**src/rtl/cache_axi_refill_master_if.sv**
```systemverilog
// AXI4 read-address and read-data channel bundle used by the cache refill master.
interface cache_axi_refill_master_if #(
  parameter int unsigned DATA_W = 32
) ();
  logic [31:0]       M_AXI_ARADDR;
  logic [7:0]        M_AXI_ARLEN;
  logic [2:0]        M_AXI_ARSIZE;
  logic [1:0]        M_AXI_ARBURST;
  logic [2:0]        M_AXI_ARPROT;
  logic              M_AXI_ARVALID;
  logic              M_AXI_ARREADY;
  logic [DATA_W-1:0] M_AXI_RDATA;
  logic [1:0]        M_AXI_RRESP;
  logic              M_AXI_RLAST;
  logic              M_AXI_RVALID;
  logic              M_AXI_RREADY;

  modport master (
    output M_AXI_ARADDR, M_AXI_ARLEN, M_AXI_ARSIZE, M_AXI_ARBURST, M_AXI_ARPROT,
    output M_AXI_ARVALID, M_AXI_RREADY,
    input  M_AXI_ARREADY, M_AXI_RDATA, M_AXI_RRESP, M_AXI_RLAST, M_AXI_RVALID
  );

  modport slave (
    input  M_AXI_ARADDR, M_AXI_ARLEN, M_AXI_ARSIZE, M_AXI_ARBURST, M_AXI_ARPROT,
    input  M_AXI_ARVALID, M_AXI_RREADY,
    output M_AXI_ARREADY, M_AXI_RDATA, M_AXI_RRESP, M_AXI_RLAST, M_AXI_RVALID
  );
endinterface

```
**src/rtl/cache_axi_refill_master.sv**
```systemverilog
// Cache line refill engine: issues one AXI read burst per miss and returns each
// beat tagged with its slot in the line. INCR fetches line-aligned, WRAP fetches
// critical word first. Bad responses, short bursts and long bursts all end in
// refill_done with refill_error set.
module cache_axi_refill_master #(
  parameter int unsigned DATA_W     = 32,
  parameter int unsigned LINE_BEATS = 4,
  parameter bit          WRAP_EN    = 1'b0,
  parameter logic [2:0]  ARPROT_VAL = 3'b100
) (
  input  logic                          clk,
  input  logic                          rst_n,
  input  logic [31:0]                   refill_addr,
  input  logic                          refill_start,
  output logic                          refill_busy,
  output logic                          refill_done,
  output logic                          refill_error,
  output logic [DATA_W-1:0]             refill_data,
  output logic [$clog2(LINE_BEATS)-1:0] refill_word,
  output logic                          refill_data_valid,
  cache_axi_refill_master_if.master     m_axi
);
  localparam int unsigned       BYTE_W    = $clog2(DATA_W / 8);
  localparam int unsigned       WORD_W    = $clog2(LINE_BEATS);
  localparam logic [31:0]       INCR_MASK = ~((32'd1 << (BYTE_W + WORD_W)) - 32'd1);
  localparam logic [31:0]       WRAP_MASK = ~((32'd1 << BYTE_W) - 32'd1);
  localparam logic [WORD_W-1:0] LAST_CNT  = WORD_W'(LINE_BEATS - 1);

  typedef enum logic [1:0] {IDLE = 2'd0, ADDR = 2'd1, DATA = 2'd2, DONE = 2'd3} state_e;

  state_e              state_q, state_d;
  logic [31:0]         araddr_q, araddr_d;
  logic [7:0]          arlen_q, arlen_d;
  logic [2:0]          arsize_q, arsize_d;
  logic [1:0]          arburst_q, arburst_d;
  logic [2:0]          arprot_q, arprot_d;
  logic                arvalid_q, arvalid_d;
  logic                rready_q, rready_d;
  logic [WORD_W-1:0]   start_slot_q, start_slot_d;
  logic [WORD_W-1:0]   beat_cnt_q, beat_cnt_d;
  logic                over_q, over_d;      // line already full, further beats are surplus
  logic                err_q, err_d;        // sticky error for the current transfer
  logic                busy_q, busy_d;
  logic                done_q, done_d;
  logic                error_q, error_d;
  logic [DATA_W-1:0]   data_q, data_d;
  logic [WORD_W-1:0]   word_q, word_d;
  logic                dvalid_q, dvalid_d;

  logic r_hs_s, rlast_s, at_last_s, early_s, unused_s;

  assign r_hs_s    = rready_q & m_axi.M_AXI_RVALID;
  assign rlast_s   = m_axi.M_AXI_RLAST;
  assign at_last_s = (beat_cnt_q == LAST_CNT);
  assign early_s   = rlast_s & ~over_q & ~at_last_s;
  assign unused_s  = m_axi.M_AXI_RRESP[0];

  // Next-state and next-output computation for the refill FSM.
  always_comb begin
    state_d      = state_q;
    araddr_d     = araddr_q;
    arlen_d      = arlen_q;
    arsize_d     = arsize_q;
    arburst_d    = arburst_q;
    arprot_d     = arprot_q;
    arvalid_d    = arvalid_q;
    rready_d     = rready_q;
    start_slot_d = start_slot_q;
    beat_cnt_d   = beat_cnt_q;
    over_d       = over_q;
    err_d        = err_q;
    done_d       = 1'b0;
    error_d      = 1'b0;
    data_d       = data_q;
    word_d       = word_q;
    dvalid_d     = 1'b0;
    case (state_q)
      IDLE: begin
        if (refill_start) begin
          state_d      = ADDR;
          araddr_d     = refill_addr & (WRAP_EN ? WRAP_MASK : INCR_MASK);
          arlen_d      = 8'(LINE_BEATS - 1);
          arsize_d     = 3'(BYTE_W);
          arburst_d    = WRAP_EN ? 2'b10 : 2'b01;
          arprot_d     = ARPROT_VAL;
          arvalid_d    = 1'b1;
          start_slot_d = WRAP_EN ? refill_addr[BYTE_W +: WORD_W] : '0;
          beat_cnt_d   = '0;
          over_d       = 1'b0;
          err_d        = 1'b0;
        end else begin
          state_d = IDLE;
        end
      end
      ADDR: begin
        if (m_axi.M_AXI_ARREADY) begin
          state_d   = DATA;
          arvalid_d = 1'b0;
          rready_d  = 1'b1;
        end else begin
          state_d = ADDR;
        end
      end
      DATA: begin
        if (r_hs_s) begin
          err_d      = err_q | m_axi.M_AXI_RRESP[1] | over_q | early_s;
          dvalid_d   = ~over_q;
          data_d     = over_q ? data_q : m_axi.M_AXI_RDATA;
          word_d     = over_q ? word_q : start_slot_q + beat_cnt_q;
          beat_cnt_d = at_last_s ? beat_cnt_q : beat_cnt_q + 1'b1;
          over_d     = over_q | (at_last_s & ~rlast_s);
          if (rlast_s) begin
            state_d  = DONE;
            rready_d = 1'b0;
            done_d   = 1'b1;
            error_d  = err_q | m_axi.M_AXI_RRESP[1] | over_q | early_s;
          end else begin
            state_d = DATA;
          end
        end else begin
          state_d = DATA;
        end
      end
      DONE: begin
        state_d = IDLE;
      end
      default: begin
        state_d = IDLE;
      end
    endcase
    busy_d = (state_d != IDLE);
  end

  // State and registered outputs; reset clears the transfer and every output.
  always_ff @(posedge clk or negedge rst_n) begin
    if (!rst_n) begin
      state_q      <= IDLE;
      araddr_q     <= 32'd0;
      arlen_q      <= 8'd0;
      arsize_q     <= 3'd0;
      arburst_q    <= 2'd0;
      arprot_q     <= 3'd0;
      arvalid_q    <= 1'b0;
      rready_q     <= 1'b0;
      start_slot_q <= '0;
      beat_cnt_q   <= '0;
      over_q       <= 1'b0;
      err_q        <= 1'b0;
      busy_q       <= 1'b0;
      done_q       <= 1'b0;
      error_q      <= 1'b0;
      data_q       <= '0;
      word_q       <= '0;
      dvalid_q     <= 1'b0;
    end else begin
      state_q      <= state_d;
      araddr_q     <= araddr_d;
      arlen_q      <= arlen_d;
      arsize_q     <= arsize_d;
      arburst_q    <= arburst_d;
      arprot_q     <= arprot_d;
      arvalid_q    <= arvalid_d;
      rready_q     <= rready_d;
      start_slot_q <= start_slot_d;
      beat_cnt_q   <= beat_cnt_d;
      over_q       <= over_d;
      err_q        <= err_d;
      busy_q       <= busy_d;
      done_q       <= done_d;
      error_q      <= error_d;
      data_q       <= data_d;
      word_q       <= word_d;
      dvalid_q     <= dvalid_d;
    end
  end

  assign refill_busy         = busy_q;
  assign refill_done         = done_q;
  assign refill_error        = error_q;
  assign refill_data         = data_q;
  assign refill_word         = word_q;
  assign refill_data_valid   = dvalid_q;
  assign m_axi.M_AXI_ARADDR  = araddr_q;
  assign m_axi.M_AXI_ARLEN   = arlen_q;
  assign m_axi.M_AXI_ARSIZE  = arsize_q;
  assign m_axi.M_AXI_ARBURST = arburst_q;
  assign m_axi.M_AXI_ARPROT  = arprot_q;
  assign m_axi.M_AXI_ARVALID = arvalid_q;
  assign m_axi.M_AXI_RREADY  = rready_q;
endmodule

```
**src/flat_wrapper.sv**
```systemverilog
// flat-port wrapper written by rule: the top's interface ports become plain ports
module cache_axi_refill_master_flat 
#(
  parameter int unsigned DATA_W     = 32,
  parameter int unsigned LINE_BEATS = 4,
  parameter bit          WRAP_EN    = 1'b0,
  parameter logic [2:0]  ARPROT_VAL = 3'b100
)
  (clk, rst_n, refill_addr, refill_start, refill_busy, refill_done, refill_error, refill_data, refill_word, refill_data_valid, m_axi_M_AXI_ARADDR, m_axi_M_AXI_ARLEN, m_axi_M_AXI_ARSIZE, m_axi_M_AXI_ARBURST, m_axi_M_AXI_ARPROT, m_axi_M_AXI_ARVALID, m_axi_M_AXI_RREADY, m_axi_M_AXI_ARREADY, m_axi_M_AXI_RDATA, m_axi_M_AXI_RRESP, m_axi_M_AXI_RLAST, m_axi_M_AXI_RVALID);
  cache_axi_refill_master_if #(.DATA_W(DATA_W)) m_axi_i ();
  input  logic clk;
  input  logic rst_n;
  input  logic [31:0] refill_addr;
  input  logic refill_start;
  output logic refill_busy;
  output logic refill_done;
  output logic refill_error;
  output logic [DATA_W-1:0] refill_data;
  output logic [$clog2(LINE_BEATS)-1:0] refill_word;
  output logic refill_data_valid;
  output wire logic [$bits(m_axi_i.M_AXI_ARADDR)-1:0] m_axi_M_AXI_ARADDR;
  output wire logic [$bits(m_axi_i.M_AXI_ARLEN)-1:0] m_axi_M_AXI_ARLEN;
  output wire logic [$bits(m_axi_i.M_AXI_ARSIZE)-1:0] m_axi_M_AXI_ARSIZE;
  output wire logic [$bits(m_axi_i.M_AXI_ARBURST)-1:0] m_axi_M_AXI_ARBURST;
  output wire logic [$bits(m_axi_i.M_AXI_ARPROT)-1:0] m_axi_M_AXI_ARPROT;
  output wire logic [$bits(m_axi_i.M_AXI_ARVALID)-1:0] m_axi_M_AXI_ARVALID;
  output wire logic [$bits(m_axi_i.M_AXI_RREADY)-1:0] m_axi_M_AXI_RREADY;
  input wire logic [$bits(m_axi_i.M_AXI_ARREADY)-1:0] m_axi_M_AXI_ARREADY;
  input wire logic [$bits(m_axi_i.M_AXI_RDATA)-1:0] m_axi_M_AXI_RDATA;
  input wire logic [$bits(m_axi_i.M_AXI_RRESP)-1:0] m_axi_M_AXI_RRESP;
  input wire logic [$bits(m_axi_i.M_AXI_RLAST)-1:0] m_axi_M_AXI_RLAST;
  input wire logic [$bits(m_axi_i.M_AXI_RVALID)-1:0] m_axi_M_AXI_RVALID;
  assign m_axi_M_AXI_ARADDR = m_axi_i.M_AXI_ARADDR;
  assign m_axi_M_AXI_ARLEN = m_axi_i.M_AXI_ARLEN;
  assign m_axi_M_AXI_ARSIZE = m_axi_i.M_AXI_ARSIZE;
  assign m_axi_M_AXI_ARBURST = m_axi_i.M_AXI_ARBURST;
  assign m_axi_M_AXI_ARPROT = m_axi_i.M_AXI_ARPROT;
  assign m_axi_M_AXI_ARVALID = m_axi_i.M_AXI_ARVALID;
  assign m_axi_M_AXI_RREADY = m_axi_i.M_AXI_RREADY;
  assign m_axi_i.M_AXI_ARREADY = m_axi_M_AXI_ARREADY;
  assign m_axi_i.M_AXI_RDATA = m_axi_M_AXI_RDATA;
  assign m_axi_i.M_AXI_RRESP = m_axi_M_AXI_RRESP;
  assign m_axi_i.M_AXI_RLAST = m_axi_M_AXI_RLAST;
  assign m_axi_i.M_AXI_RVALID = m_axi_M_AXI_RVALID;
  cache_axi_refill_master #(.DATA_W(DATA_W), .LINE_BEATS(LINE_BEATS), .WRAP_EN(WRAP_EN), .ARPROT_VAL(ARPROT_VAL)) u_core (.clk(clk), .rst_n(rst_n), .refill_addr(refill_addr), .refill_start(refill_start), .refill_busy(refill_busy), .refill_done(refill_done), .refill_error(refill_error), .refill_data(refill_data), .refill_word(refill_word), .refill_data_valid(refill_data_valid), .m_axi(m_axi_i));
endmodule
```
**config.mk**
```make
export PLATFORM = sky130hd
export DESIGN_NAME = cache_axi_refill_master_flat
export DESIGN_NICKNAME = d
export VERILOG_FILES = /design/src/rtl/cache_axi_refill_master_if.sv /design/src/rtl/cache_axi_refill_master.sv /design/src/flat_wrapper.sv
export SDC_FILE = /design/constraint.sdc
export NUM_CORES = 1
export LEC_CHECK = 0
export ABC_AREA = 0
export BUFFER_PORTS_ARGS = -buffer_cell sky130_fd_sc_hd__buf_2
export CORE_ASPECT_RATIO = 1.5
export CORE_MARGIN = 2
export CORE_UTILIZATION = 41
export DETAILED_ROUTE_END_ITERATION = 10
export PLACE_DENSITY = 0.83
export SLEW_MARGIN = 20
export SYNTH_ARGS = -nofsm -noshare
export SYNTH_HDL_FRONTEND = slang
export SYNTH_SLANG_ARGS = --single-unit
```
**constraint.sdc**
```tcl
create_clock -name clk -period 1.4 [get_ports clk]
set_input_delay 0 -clock clk [delete_from_list [all_inputs] [get_ports clk]]
set_output_delay 0 -clock clk [all_outputs]
set_load 0.01 [all_outputs]
```
# After elaboration in Yosys (flattened, before gate mapping)
# Cells that the tools add are included.
# word_totals
regBits	76
inputBits	72
out_inout_bits	88
word_cells	76
# op_classes
addsub	1
n_eq_ne	9
n_mux	29
bitwise	11
reduce_logical	11
# op_table
cell	n
1-bit 2-to-1 mux	19
3-bit AND reduction	3
2-bit 2-to-1 mux	4
2-bit inequality test, second input constant	4
1-bit case mux with 2 select lines	4
2-bit case mux with 4 select lines	1
4-bit AND reduction	2
2-bit nonzero test	4
2-bit == test, second input constant	3
1-bit bitwise AND	4
1-bit bitwise OR	4
2-bit case mux with 2 select lines	1
1-bit inverter	3
2-bit by 1-bit adder with 2-bit output, second input constant	1
2-bit by 1-bit == test with 1-bit output, second input constant	1
2-bit zero test	1
2-bit by 1-bit inequality test with 1-bit output, second input constant	1
2-bit AND reduction	1

# Longest topological paths before layout
# Gate-level depths: netlist of the first run.
# depth
ltp_word	7
ltp_mapped	6
mapped_depth_nobuf	3

# Worst setup path before layout of the first run
# No wires, ideal clock.
# synth_path
kind	register to register
startpoint	reg u_core.rready_q (netlist: u_core.m_axi.M_AXI_RREADY)
endpoint	reg u_core.data_q[17] (netlist: u_core.refill_data[17])
setup_time_ns	0.125
arrival_time_ns	1.276
required_ns	1.275
slack_ns	0.000
path_stages_with_launch	5
n_path_buf	1
period_less_slack_ns	1.400
path_cell_list	dfrtp_1 -> nand4b_4 -> nor2_8 -> buf_6 -> mux2_2
# synth_between
elab_chain_len	2
# synth_lines
element	line	rtl
start, declared	cache_axi_refill_master.sv:38	logic rready_q, rready_d;
start signal, assigned	cache_axi_refill_master.sv:163	rready_q <= rready_d;
1-bit bitwise AND	cache_axi_refill_master.sv:52	assign r_hs_s = rready_q & m_axi.M_AXI_RVALID;
3-bit AND reduction (no source line)	-	
end signal, assigned	cache_axi_refill_master.sv:171	data_q <= data_d;
end, declared	cache_axi_refill_master.sv:46	logic [DATA_W-1:0] data_q, data_d;
# Every way passes these cells.
# A chain may end at the register's enable or synchronous reset.

# Worst setup path in the final report of the first run
# layout_path
startpoint	reg u_core.state_q[0]
endpoint	reg u_core.data_q[1] (netlist: u_core.refill_data[1])
# layout_between
elab_chain_len	2
# layout_lines
element	line	rtl
start, declared	cache_axi_refill_master.sv:31	state_e state_q, state_d;
start signal, assigned	cache_axi_refill_master.sv:156	state_q <= state_d;
2-bit == test	cache_axi_refill_master.sv:77	case (state_q)
3-bit AND reduction (no source line)	-	
# Every way passes these cells.

==> impl_metrics.csv, run 1 <==
group,metric,value,unit
floorplan,dieArea,8210,µm²
floorplan,start_util,42.5,%
cells_and_area,syn2layout_area_growth,54.3,%
critical_path,crit_buf_inv,1,
synth,yosys_warnings,0,
cells_and_area,multi_input_area,1020,µm²
grt,grt_pass1_wl,12000,µm
floorplan,core_area,7230,µm²
cells_and_area,final_common_cell,"buf_2",
floorplan,pin_count,160,
synth,synth-edff-count,0,
outcome,status,"finished, violations left",
grt,grt_pass1_vias,2673,
clock_network,clk_pin_slew,0.07,ns
clock_network,cts_sinks,75,
critical_path,crit_family,"flip-flops",
floorplan,dieHeight,110,µm
grt,grt_use_total,19.4,%
synth,yosysTopAreaCellShare,61.1,%
critical_path,path_class,"register to register",
outcome,violations,"negative setup slack",
critical_path,worstReg2RegStart,"u_core.state_q[0]",
critical_path,r2r-end,"u_core.refill_data[1]",
drt,dr.first_iter.drc_count,125,
critical_path,start_kind,"register",
critical_path,cp_cell_sequence,"nand4b_4 > nor2_8 > clkbuf_16 > mux2_1",
drt,via_count,2621,
place,post-dp-hpwl,4770,µm
grt,grt_max_degree,64,
place,port_buffers,139,
clock_network,htreeDepth,3,
synth,ys_seq_elements,75,
critical_path,critPathMaxFanout,14,
clock_network,ctsRootBufferMaster,"clkbuf_8",
grt,grt_antenna_before_repair,0,
sta,setup_viol,17,
synth,synth_fa_ha_area_share,0.407,%
synth,synth_xor_area_share,0,%
synth,synth_mux_area_share,12.8,%
place,gp_routability_congestion,0.799,
synth,synth-simple-area-share,13.9,%
cells_and_area,num_antenna_cells,0,
synth,synth-compound-area-share,3.38,%
floorplan,fp-row-count,38,
synth,postSynthAreaPerCell,11.7,µm²
clock_network,numCtsBuffers,9,
power_and_ir_drop,p_leak,2.52,nW
critical_path,cpPeakStageDelay,0.40,ns
drt,ant_nets,0,
cells_and_area,n_fill_cell,533,
critical_path,ff2ff_path_depth,4,
synth,synthTopCellsByArea,"dfrtp_1 (61%), nand2_1 (11%), mux2_1 (7.0%)",
power_and_ir_drop,vdd_ir_drop_max,0.943,mV
drt,wl_per_cell,14.2,µm
critical_path,crit_required,1.62,ns
critical_path,worst_path_max_delay_cell,"dfrtp_1",
sta,setup_slack,-0.0264,ns
sta,hold_viol_final,0,
power_and_ir_drop,p_per_area,1810,nW/µm²
drt,viasPerCell,4.55,
drt,post-route-drc-count,0,
clock_network,cts_tree,"done",
sta,rsz0062_at_grt,"yes",
synth,synthFlopType,"dfrtp_1",
cells_and_area,final_cell_mix,"buf_2 (138), nand2_1 (87), dfrtp_1 (74), dlygate4sd3_1 (65)",
sta,max_freq,701,MHz
synth,postSynthCellCount,263,
synth,syn_area,3070,µm²
synth,ys_types,25,
critical_path,cp-end-kind,"register",
grt,grt-ovfl-total,0,
synth,async_flop_share,100,%
sta,fin_skew,0.00519,ns
place,dp_slack,-0.000917,ns
critical_path,cp.arrival,1.64,ns
synth,synth_top_cell_by_area,"dfrtp_1",
cells_and_area,seq_area,1880,µm²
clock_network,clk_latency,0.33,ns
drt,wl,8170,µm
clock_network,cts_setup_buffers,0,
critical_path,reg2reg_setup_slack,-0.03,ns
drt,firstDrtPassIters,4,
synth,synth_seq_area_share,61.1,%
flow_run,drv_cap,0,
cells_and_area,final_layout_size_suffix_gt1_share,39.5,%
synth,synth_top_family_by_area,"simple AND/OR/NAND/NOR gates",
sta,hold_ws,0.0717,ns
sta,finalCriticalPeriod,1.43,ns
floorplan,die_w,74.7,µm
sta,finalMaxSlewViolations,0,
cells_and_area,nets,545,
worst_hold_path,min_path_type,"primary input to asynchronous set/reset pin",
clock_network,clk_path_buf_depth,2,
sta,fin_crit_sh,102,%
power_and_ir_drop,power,8.57,mW
-- registers in the layout, indices dropped and copies added (netlist names) --
name and cells:
u_core.refill_data 32, u_core.m_axi.M_AXI_ARADDR 28, u_core.beat_cnt_q 2, u_core.refill_word 2, u_core.state_q 2, u_core.err_q 1, u_core.m_axi.M_AXI_ARPROT 1, u_core.m_axi.M_AXI_ARVALID 1
u_core.m_axi.M_AXI_RREADY 1, u_core.over_q 1, u_core.refill_busy 1, u_core.refill_data_valid 1, u_core.refill_done 1, u_core.refill_error 1
-- worst max path at each step --
stage / cells after the start / startpoint / end
4_1_cts: 4 / u_core.state_q[0] / u_core.refill_data[17]
5_1_grt: 4 / u_core.state_q[0] / u_core.refill_data[27]
3_5_place_dp: 4 / u_core.state_q[0] / u_core.refill_data[17]
6_report: 4 / u_core.state_q[0] / u_core.refill_data[1]
3_3_place_gp: 4 / u_core.state_q[0] / u_core.refill_data[19]
2_1_floorplan: 4 / u_core.state_q[0] / u_core.refill_data[17]
-- through the flow --
step,TNS (ns),instance area [µm²],cells,util [%]
floorplan,0,3130,277,-
global placement,0,3850,495,53.2
detailed placement,-0.000917,3850,495,53.2
CTS,-0.136,4700,575,65.0
global route,-3.13,4740,576,65.6
finish,-0.296,4740,576,65.6
-- area by class of cell --
type                            instances  area share (%)
Clock inverter                          1           0.106
Multi-Input combinational cell        165            21.5
Sequential cell                        75            39.6
Clock buffer                           14            4.07
Inverter                                6           0.475
Timing Repair Buffer                  215            31.6
Tap cell                              100            2.64
-- layer usage --
layer / vias up / routed length [µm] / part of all wire [%] / global-route usage (%)
met4: 0 / 245 / 3.0 / 10.3
met3: 28 / 601 / 7.4 / 4.64
met5: - / 0 / 0 / 0
met2: 128 / 4340 / 53 / 33.4
met1: 1229 / 2990 / 37 / 21.8
li1: 1236 / - / - / -
-- cells in the mapped netlist (2+ instances only) --
cell type / number
o211ai_1: 2
mux2_1: 19
a31oi_1: 2
buf_6: 4
mux2_2: 15
o41ai_1: 2
inv_1: 6
o21ai_0: 6
nor2_1: 2
buf_4: 21
nand2_1: 87
dfrtp_1: 75
a21oi_1: 4
nand2b_1: 2
buf_2: 6
-- kinds of logic after synthesis --
| logic type | count (synthesis) |
|---|---|
| muxes | 35 |
| other | 1 |
| adders and majority gates | 1 |
| AOI/OAI and AO/OA | 17 |
| DFF | 75 |
| buffers and inverters | 37 |
| and+or+nand+nor | 97 |
-- where the power goes --
group / total (mW) / switching (mW) / internal (mW)
sequential: 3.64 / 0.523 / 3.12
clock: 1.59 / 0.719 / 0.874
combinational: 3.34 / 1.71 / 1.63
-- timing repair --
| item | 4_1_cts | 5_1_grt |
|---|---|---|
| endpoints found under the hold margin | 141 | 0 |
| gates resized for setup | 0 | 5 |
| hold buffers | 65 | 0 |
| cloned | 0 | 1 |
| pin swaps | 0 | 0 |
| setup endpoints to repair | 20 | 61 |
Power figures use the tool's default switching activity.
==> run 2: changes to the inputs <==
ABC_CLOCK_PERIOD_IN_PS = 1400   (was unset)
GPL_TIMING_DRIVEN = 0   (was unset)
==> impl_metrics.csv, run 2 (synthesis gave the netlist of run 1 again) <==
group,metric,value,unit
drt,post-route-drc-count,0,
clock_network,numCtsBuffers,9,
cells_and_area,syn2layout_area_growth,61.9,%
power_and_ir_drop,combPwrFrac,41.7,%
cells_and_area,num_antenna_cells,0,
critical_path,r2r-end,"u_core.refill_data[24]",
sta,rsz0062_at_grt,"yes",
critical_path,ff2ff_path_depth,4,
power_and_ir_drop,seqPwrFrac,41.6,%
drt,dr.first_iter.drc_count,97,
critical_path,worstReg2RegStart,"u_core.state_q[0]",
sta,finalCriticalPeriod,1.45,ns
grt,grt_use_total,21.9,%
clock_network,cts_tree,"done",
clock_network,clk_latency,0.34,ns
drt,firstDrtPassIters,4,
floorplan,core_area,7230,µm²
clock_network,htreeDepth,3,
floorplan,dieArea,8210,µm²
worst_hold_path,min_path_type,"primary input to asynchronous set/reset pin",
critical_path,cp-startpoint,"u_core.state_q[0]",
place,dp_slack,-0.103,ns
floorplan,start_util,42.5,%
grt,grt_max_degree,62,
sta,setup_slack,-0.0542,ns
drt,via_count,2726,
power_and_ir_drop,power,8.75,mW
sta,max_freq,688,MHz
grt,grt_antenna_before_repair,0,
place,gp_routability_congestion,0.770,
grt,grt_pass1_vias,2870,
sta,finalMaxSlewViolations,0,
cells_and_area,largest_reg_flops,32,
place,port_buffers,139,
power_and_ir_drop,power.switching,3.07,mW
drt,viasPerCell,4.49,
critical_path,start_kind,"register",
critical_path,cp-end-kind,"register",
critical_path,critPathMaxFanout,7,
cells_and_area,final_common_cell,"buf_2",
sta,fin_setup_tns,-1.05,ns
sta,hold_viol_final,0,
power_and_ir_drop,clock_power_share,16.7,%
clock_network,cts_sinks,75,
cells_and_area,final_cell_mix,"buf_2 (140), nand2_1 (87), dfrtp_1 (73), dlygate4sd3_1 (65), buf_4 (30)",
floorplan,die_w,74.7,µm
floorplan,pin_count,160,
power_and_ir_drop,p_per_area,1760,nW/µm²
sta,setup_viol,34,
sta,hold_ws,0.0751,ns
power_and_ir_drop,netSwitchingFraction,35.1,%
flow_run,drv_cap,0,
floorplan,fp-row-count,38,
sta,fin_crit_sh,104,%
clock_network,clk_path_buf_depth,2,
power_and_ir_drop,p_int,5.68,mW
power_and_ir_drop,p_leak,2.68,nW
cells_and_area,final_layout_size_suffix_gt1_share,43.4,%
drt,wl,8950,µm
cells_and_area,nets,575,
cells_and_area,final_util,68.8,%
floorplan,dieHeight,110,µm
critical_path,crit_required,1.62,ns
outcome,status,"finished, violations left",
cells_and_area,n_fill_cell,527,
drt,wl_per_cell,14.7,µm
critical_path,cp.arrival,1.67,ns
power_and_ir_drop,vdd_ir_drop_max,0.978,mV
critical_path,path_class,"register to register",
outcome,violations,"negative setup slack",
sta,fin_skew,0.00561,ns
grt,grt-ovfl-total,0,
drt,ant_nets,0,
place,post-dp-hpwl,5200,µm
critical_path,reg2reg_setup_slack,-0.05,ns
clock_network,ctsRootBufferMaster,"clkbuf_8",
clock_network,clk_pin_slew,0.07,ns
grt,grt_pass1_wl,13400,µm
[run 2: power groups by stage]
stage / combinational (mW) / sequential, mW / clock, mW
2_1_floorplan: 1.27 / 4.05 / 0
3_3_place_gp: 3.00 / 3.56 / 0
4_1_cts: 3.51 / 3.59 / 1.50
3_5_place_dp: 3.13 / 3.61 / 0
5_1_grt: 4.01 / 3.75 / 1.61
6_report: 3.65 / 3.64 / 1.46
[run 2: how the worst max path moves through the flow]
| stage | slack [ns] | cells after the start | end |
|---|---|---|---|
| 2_1_floorplan | 0.04 | 4 | u_core.refill_data[17] |
| 5_1_grt | -0.12 | 4 | u_core.refill_data[6] |
| 4_1_cts | -0.09 | 4 | u_core.refill_data[12] |
| 6_report | -0.05 | 4 | u_core.refill_data[24] |
| 3_3_place_gp | -0.16 | 1 | u_core.m_axi.M_AXI_RREADY |
| 3_5_place_dp | -0.10 | 4 | u_core.refill_data[23] |
[run 2: layout make-up]
cell class / instances / area (µm²) / share of cell area (%)
repair buffers: 214 / 1460 / 29.4
flip-flops and latches: 75 / 1880 / 37.8
inverters: 6 / 22.5 / 0.453
well taps: 100 / 125 / 2.52
multi-input cells: 165 / 1040 / 21.0
plain buffers: 31 / 265 / 5.33
clock inverters: 2 / 10.0 / 0.201
clock buffers: 14 / 163 / 3.27
[run 2: what timing repair did]
action | in CTS | in global routing
gates resized for setup | 16 | 12
hold endpoints to repair | 141 | 0
cloned | 2 | 0
setup buffers | 5 | 2
setup endpoints to repair | 43 | 60
pin swaps | 1 | 2
hold buffers | 65 | 0
[run 2: layer usage]
metal / track usage, % / routed length, µm
met5: 0 / 0
met4: 8.42 / 174
met3: 6.27 / 614
met2: 40.5 / 4890
met1: 22.9 / 3270
[run 2: metrics by stage]
stage,instances,instance area (µm²)
2_1_floorplan,277,3130
3_3_place_gp,516,3950
3_5_place_dp,517,3980
4_1_cts,605,4920
5_1_grt,607,4970
6_report,607,4970
[run 2: critical path, cell delays in order (launching register included)]
cell,delay [ns]
dfrtp_1,0.39
nand4b_4,0.22
nor2_8,0.20
buf_4,0.19
mux2_2,0.33
